$ cat config.mk
export PLATFORM = sky130hd
export DESIGN_NAME = pomodoro_sequencer
export DESIGN_NICKNAME = d
export VERILOG_FILES = /design/src/rtl/pomodoro_sequencer.sv
export SDC_FILE = /design/constraint.sdc
export NUM_CORES = 1
export LEC_CHECK = 0
export ABC_CLOCK_PERIOD_IN_PS = 2810
export CAP_MARGIN = 5
export CORE_MARGIN = 2
export CORE_UTILIZATION = 50
export CTS_CLUSTER_SIZE = 16
export DETAILED_ROUTE_END_ITERATION = 8
export HOLD_SLACK_MARGIN = 0.02
export PLACE_DENSITY = 0.68
export SLEW_MARGIN = 40
export SYNTH_ARGS = -nofsm -noshare
export SYNTH_HDL_FRONTEND = slang
export SYNTH_SLANG_ARGS = --single-unit
$ cat constraint.sdc
create_clock -name clk -period 2.81 [get_ports clk]
set_clock_uncertainty 0.05 [all_clocks]
set_input_delay 0.843 -clock clk [delete_from_list [all_inputs] [get_ports clk]]
set_output_delay 0.843 -clock clk [all_outputs]
set_load 0.005 [all_outputs]
$ cat src/rtl/pomodoro_sequencer.sv
// Pomodoro phase sequencer: debounced-free button edges drive an IDLE/RUN/PAUSE
// controller that counts a BCD MM:SS value down through WORK/SHORT/LONG phases.
`timescale 1ns/1ps
module pomodoro_sequencer #(
  parameter int unsigned CLK_TICKS_PER_SEC  = 50_000_000,
  parameter int unsigned WORK_MIN           = 25,
  parameter int unsigned SHORT_MIN          = 5,
  parameter int unsigned LONG_MIN           = 15,
  parameter int unsigned CYCLES_BEFORE_LONG = 4
) (
  input  logic        clk,
  input  logic        rst,
  input  logic [3:0]  btn,
  output logic [15:0] displayed_number,
  output logic [1:0]  phase,
  output logic        running,
  output logic        phase_done,
  output logic [3:0]  work_count
);

  localparam int unsigned PW = (CLK_TICKS_PER_SEC > 1) ? $clog2(CLK_TICKS_PER_SEC) : 1;
  localparam logic [PW-1:0] PRESC_MAX = PW'(CLK_TICKS_PER_SEC - 1);
  localparam logic [7:0] WORK_BCD  = 8'((WORK_MIN / 10) * 16 + (WORK_MIN % 10));
  localparam logic [7:0] SHORT_BCD = 8'((SHORT_MIN / 10) * 16 + (SHORT_MIN % 10));
  localparam logic [7:0] LONG_BCD  = 8'((LONG_MIN / 10) * 16 + (LONG_MIN % 10));
  localparam logic [3:0] LAST_WORK = 4'(CYCLES_BEFORE_LONG - 1);

  typedef enum logic [1:0] {S_IDLE = 2'd0, S_RUN = 2'd1, S_PAUSE = 2'd2} state_e;
  typedef enum logic [1:0] {PH_WORK = 2'd0, PH_SHORT = 2'd1, PH_LONG = 2'd2} phase_e;

  state_e        state_q, state_d;
  phase_e        phase_q, phase_d, adv_phase_c;
  logic [15:0]   time_q, time_d, adv_time_c;
  logic [3:0]    wc_q, wc_d, adv_wc_c;
  logic [PW-1:0] presc_q, presc_d;
  logic          done_q, done_d;
  logic          running_q;
  logic [3:0]    sync1_q, sync2_q, prev_q;
  logic [3:0]    edge_c;
  logic          clr_c, skip_c, start_c, inc_c;

  // One-second BCD countdown step; caller guarantees time is not 00:00.
  function automatic logic [15:0] bcd_dec(input logic [15:0] t);
    logic [3:0] mt, mu, st, su;
    {mt, mu, st, su} = t;
    if (su != 4'd0) su = su - 4'd1;
    else begin
      su = 4'd9;
      if (st != 4'd0) st = st - 4'd1;
      else begin
        st = 4'd5;
        if (mu != 4'd0) mu = mu - 4'd1;
        else begin
          mu = 4'd9;
          mt = mt - 4'd1;
        end
      end
    end
    return {mt, mu, st, su};
  endfunction

  function automatic logic [7:0] bcd_inc_min(input logic [7:0] m);
    if (m == 8'h99)             return m;
    else if (m[3:0] == 4'd9)    return {m[7:4] + 4'd1, 4'd0};
    else                        return {m[7:4], m[3:0] + 4'd1};
  endfunction

  // Button synchroniser and rising-edge detect
  always_ff @(posedge clk or posedge rst) begin
    if (rst) begin
      sync1_q <= 4'd0;
      sync2_q <= 4'd0;
      prev_q  <= 4'd0;
    end else begin
      sync1_q <= btn;
      sync2_q <= sync1_q;
      prev_q  <= sync2_q;
    end
  end

  assign edge_c  = sync2_q & ~prev_q;
  assign clr_c   = edge_c[1];
  assign skip_c  = edge_c[2] & ~clr_c;
  assign start_c = edge_c[3] & ~clr_c & ~skip_c;
  assign inc_c   = edge_c[0] & ~clr_c & ~skip_c & ~start_c;

  // Next phase, set counter and load value shared by expiry and skip
  always_comb begin
    adv_phase_c = PH_WORK;
    adv_wc_c    = wc_q;
    adv_time_c  = {WORK_BCD, 8'h00};
    if (phase_q == PH_WORK) begin
      if (wc_q == LAST_WORK) begin
        adv_phase_c = PH_LONG;
        adv_wc_c    = 4'd0;
        adv_time_c  = {LONG_BCD, 8'h00};
      end else begin
        adv_phase_c = PH_SHORT;
        adv_wc_c    = wc_q + 4'd1;
        adv_time_c  = {SHORT_BCD, 8'h00};
      end
    end
  end

  always_comb begin
    state_d = state_q;
    phase_d = phase_q;
    time_d  = time_q;
    wc_d    = wc_q;
    presc_d = presc_q;
    done_d  = 1'b0;
    if (clr_c) begin
      state_d = S_IDLE;
      phase_d = PH_WORK;
      time_d  = {WORK_BCD, 8'h00};
      wc_d    = 4'd0;
      presc_d = '0;
    end else if (skip_c) begin
      phase_d = adv_phase_c;
      time_d  = adv_time_c;
      wc_d    = adv_wc_c;
      presc_d = '0;
      if (state_q == S_PAUSE) state_d = S_IDLE;
    end else if (start_c) begin
      // The toggle cycle itself does not advance the prescaler
      state_d = (state_q == S_RUN) ? S_PAUSE : S_RUN;
    end else if (state_q == S_RUN) begin
      if (presc_q == PRESC_MAX) begin
        presc_d = '0;
        if (time_q == 16'h0000) begin
          done_d  = 1'b1;
          phase_d = adv_phase_c;
          time_d  = adv_time_c;
          wc_d    = adv_wc_c;
        end else begin
          time_d = bcd_dec(time_q);
        end
      end else begin
        presc_d = presc_q + PW'(1);
      end
    end else if (inc_c) begin
      time_d = {bcd_inc_min(time_q[15:8]), time_q[7:0]};
    end
  end

  always_ff @(posedge clk or posedge rst) begin
    if (rst) begin
      state_q   <= S_IDLE;
      phase_q   <= PH_WORK;
      time_q    <= {WORK_BCD, 8'h00};
      wc_q      <= 4'd0;
      presc_q   <= '0;
      done_q    <= 1'b0;
      running_q <= 1'b0;
    end else begin
      state_q   <= state_d;
      phase_q   <= phase_d;
      time_q    <= time_d;
      wc_q      <= wc_d;
      presc_q   <= presc_d;
      done_q    <= done_d;
      running_q <= (state_d == S_RUN);
    end
  end

  assign displayed_number = time_q;
  assign phase            = phase_q;
  assign running          = running_q;
  assign phase_done       = done_q;
  assign work_count       = wc_q;

endmodule

[After elaboration in Yosys (flattened, before gate mapping)]
Index checks and enable logic that the tools add are counted.
Cells by class
  $lt $le $gt $ge: 0
  $mul: 0
  add/sub/neg operators: 8
  equal/unequal tests: 14
  divide/modulo/power cells: 0
  bitwise logic cells: 11
  mux-type cells: 52
  reduce and logical (&&, ||, !) cells: 16
  shift-type cells: 0
Operators by type and width (number)
  $mux 26: 5
  $mux 16: 7
  $mux 4: 17
  $add 26x1->26 const B: 1
  $eq 26x26->1 const B: 1
  $mux 2: 13
  $reduce_bool 4->1: 5
  $logic_not 16->1: 1
  $mux 8: 2
  $sub 4x1->4 const B: 4
  $ne 5x5->1 const B: 3
  $mux 14: 1
  $mux 13: 1
  $add 4x1->4 const B: 3
  $reduce_bool 3->1: 3
  $eq 8x8->1 const B: 1
  $ne 4x4->1 const B: 2
  $reduce_and 4->1: 2
  $reduce_and 8->1: 1
  $and 1x1->1: 6
  $mux 1: 6
  $reduce_and 6->1: 1
  $and 4x4->4: 1
  $eq 2x1->1 const B: 2
  other kinds (10): 12
Storage, ports and cells
  memories kept: 0
  input bits: 6
  bits in latches: 0
  register bits after elaboration: 64
  bits in writable memories: 0
  output and inout port bits: 24
  memory bits (read-only): 0
  logic and storage cells: 114

[Logic depth before layout (Yosys ltp)]
  word-level depth: 13
  gate-level depth with buffers: 8
  gate-level depth less buffers: 7

[Least setup slack after synthesis]
No wires, ideal clock.
  kind: register -> register
  start point: register time_q[9] (netlist: displayed_number[9])
  end point: register time_q[12] (netlist: displayed_number[12])
  slack: 418 ps
  arrival time: 2214 ps
  period minus slack after synthesis: 2392 ps
  stages on the path, launching flop included: 9
  required time: 2632 ps
  path buffers: 1
  setup time: 128 ps
  cells stage by stage: dfrtp_1 > inv_1 > ha_1 > or3b_1 > clkbuf_1 > or3_1 > nor4_2 > o21a_1 > mux2_1
Between the ends
  longest elaborated chain between the ends: 7
  elaborated cells on any way between the ends: 16
  classes of those cells: 6 x eq/ne; 6 x mux; 4 x reduce/logical
RTL lines
  start, declared: line 33  | logic [15:0] time_q, time_d, adv_time_c;
  start signal, assigned: line 150  | time_q <= {WORK_BCD, 8'h00};
  start signal, assigned: line 158  | time_q <= time_d;
  $logic_not 16->1: line 130  | if (time_q == 16'h0000) begin
  $mux 16: line 130
  $mux 16: line 128  | if (presc_q == PRESC_MAX) begin
  $mux 16: line 127  | end else if (state_q == S_RUN) begin
  $mux 16: line 124  | end else if (start_c) begin
  $mux 16: line 118  | end else if (skip_c) begin
  $mux 16: line 112  | if (clr_c) begin
Parallel ways exist; a longest one is shown, timed or not. The select of a mux whose other input is x is not followed.
A chain may end at the register's enable or synchronous reset.

[Worst setup path in the final report]
Same ends and word-level chain as after synthesis.

==> results.ini <==
[sta]
fin_crit_ps=2670
slew_violations=0
setup_tns_ps=0
fin_crit_sh_pct=94.9
setup_viol=0
slew_headroom_pct=54.3
worst_pin_slew_ps=685
hold_viol=0
fmax_ghz=0.375
grt_setup_unrepaired=no

[run_status]
status=finished, final reports clean

[synthesis]
mappedNetlistArea_um2=3660
synth-edff-count=0
syn_nets=404
yosys.area.top_type=dfrtp_1
yosys-top-cells-area=dfrtp_1, ha_1, nand2_1
synth.most_common_cell=dfrtp_1
ys_seq_elements=64
synth.avg_cell_area_um2=9.50
ys.warnings.count=0
synthDistinctLibCells=64
synth_top_area_share_pct=41.7
synth_ff_type=dfrtp_1
postSynth.asyncResetShare_pct=100
syn_inst=385
ys_seq_area_share_pct=43.9
ys_top_cells_by_count=dfrtp_1, nand2_1, nor2_1

[placement]
hpwl_um=5990
numPortBuffers=29
place_congestion=0.932

[global_routing]
grt_use_total_pct=22.6
antenna_found_initial=0
overflow=0
grt_pass1_wl_um=13800
grt_max_degree=39
grt_pass1_vias=2860

[setup_path]
setup.worst_path.start_class=flop
ff2ff_path_depth=7
slowest_stage=or3b_1
critPathTopFamily=simple AND/OR/NAND/NOR gates
criticalPathCategory=flop to flop
path_max_fanout=7
path_cells=inv_1 -> ha_1 -> or3b_1 -> or3_1 -> nor4_2 -> o21a_1 -> mux2_1
crit_buf_inv=1
cpPeakStageDelay_ps=490
cp.depth=7
arrival_ps=2850
required_ps=2990
cp-end-kind=flop

[worst_hold_path]
whs_path_depth=0
hold_class=flop to flop

[floorplanning]
rows=31
die_area_um2=8020
dieHeight_um=89.5
ios=30
core_um2=7180
start_util_pct=51.0
die_x_um=89.5

[clock_network]
clock-sinks=64
cts_root_buf=clkbuf_8
clockBufferDepth=2
cts_tree=done
insertion_delay_ps=350
clk_pin_slew_worst_paths_ps=70
htreeDepth=3
cts_buffers=9

[route]
drt_wl_total_um=8400
wl_per_cell_um=16.0
vias=3074
vias_per_cell=5.84
drc_errors=0
drt-initial-drc-count=138
first_pass_iters=4
ant_nets=0

[cells_and_area]
final_layout_size_suffix_gt1_share_pct=10.5
fin_nets=441
antenna_cells=0
area_growth_syn_to_layout_pct=18.3
final_core_util_pct=60.3

[power_and_ir_drop]
pwr_density_cell_nw_per_um2=601
leakagePower_uw=0.00178
max-vdd-ir-drop_mv=0.345

[flow_run]
max_cap_viol_count=0

per-layer routing:
| metal | share of wire (%) | vias up | track usage, % | wire length [um] |
|---|---|---|---|---|
| li1 | - | 1495 | - | - |
| met2 | 48 | 75 | 36.0 | 4050 |
| met4 | 1.6 | 0 | 8.55 | 138 |
| met3 | 3.8 | 12 | 3.79 | 318 |
| met1 | 46 | 1492 | 30.8 | 3890 |
| met5 | 0 | - | 0 | 0 |
path summary, 6_finish.rpt:
path / startpoint / end / slack [ps]
min reg2reg: sync1_q[1] / sync2_q[1] / 300
min: sync1_q[1] / sync2_q[1] / 300
max in group asynchronous: rst / displayed_number[10] / 1470
max: displayed_number[9] / displayed_number[12] / 140
min in group asynchronous: rst / sync1_q[3] / 820
max reg2reg: displayed_number[9] / displayed_number[12] / 140
timing repair:
item,CTS,global route
buffers inserted,0,0
hold buffers,0,0
setup endpoints to repair,0,4
resized for setup,0,1
stage by stage:
| step | instance area [um2] | hold WS, ps | setup slack [ps] | total power [uW] | instances |
|---|---|---|---|---|---|
| after floorplan | 3660 | 281 | 324 | 1460 | 385 |
| after global placement | 4090 | 282 | 262 | 1690 | 510 |
| after detailed placement | 4090 | 285 | 137 | 1700 | 510 |
| after CTS | 4310 | 300 | 116 | 2610 | 526 |
| after global routing | 4330 | 302 | 3.87 | 2740 | 526 |
| final | 4330 | 298 | 142 | 2600 | 526 |
cell families (layout without fill, tap and decap cells):
| kind of cell | Yosys count | after routing | synth area share [%] |
|---|---|---|---|
| AO/OA/AOI/OAI | 74 | 74 | 14.3 |
| XOR/XNOR | 15 | 15 | 3.59 |
| adder cells (fa/ha/maj) | 13 | 13 | 4.45 |
| buffers and inverters | 28 | 70 | 3.08 |
| flip-flops | 64 | 64 | 43.9 |
| multiplexers | 12 | 12 | 3.52 |
| AND/OR/NAND/NOR | 179 | 179 | 27.2 |
area by class of cell:
class / instances / area, um2
sequential: 64 / 1610
clock buffer: 13 / 159
tap: 99 / 124
timing repair buffer: 38 / 358
clock inverter: 3 / 65.1
fill: 631 / 2850
multi-input combinational: 293 / 1960
inverter: 16 / 60.1
worst register-to-register path, stage by stage (launching register included):
cell and delay (ps):
dfrtp_1 440, inv_1 140, ha_1 220, or3b_1 490, or3_1 370, nor4_2 220, o21a_1 280, mux2_1 350
registers in the layout (all words and copies together) (netlist names):
name and count:
displayed_number 16, phase 2, phase_done 1, presc_q 26
prev_q 4, running 1, state_q 2, sync1_q 4
sync2_q 4, work_count 4
power by group:
part	leakage [uW]	switching, uW	internal (uW)
combinational	0.000824	326	289
sequential	0.000843	84.7	1000
clock	0.000114	352	548
layout by cell type, fill, tap and decap left out, types with 3 or more instances in the layout:
cell type	n
clkdlybuf4s50_1	29
a211oi_1	5
o31ai_1	8
xor2_1	3
ha_1	13
nand3_1	18
or4_1	9
a21o_1	3
nor2_1	37
nand2_1	37
and3_1	7
o21ai_0	6
clkbuf_8	11
and4_1	3
nor4b_1	3
inv_1	15
dfrtp_1	61
or3b_1	4
a21oi_1	20
dfstp_2	3
nor4_1	8
nand4_1	6
nand3b_1	4
o211ai_1	5
xnor2_1	12
nor3_1	11
nand2b_1	5
mux2_2	6
buf_4	9
or3_1	6
a22o_1	4
nor3b_1	4
mux2i_1	5
(Power assumes the default switching activity.)
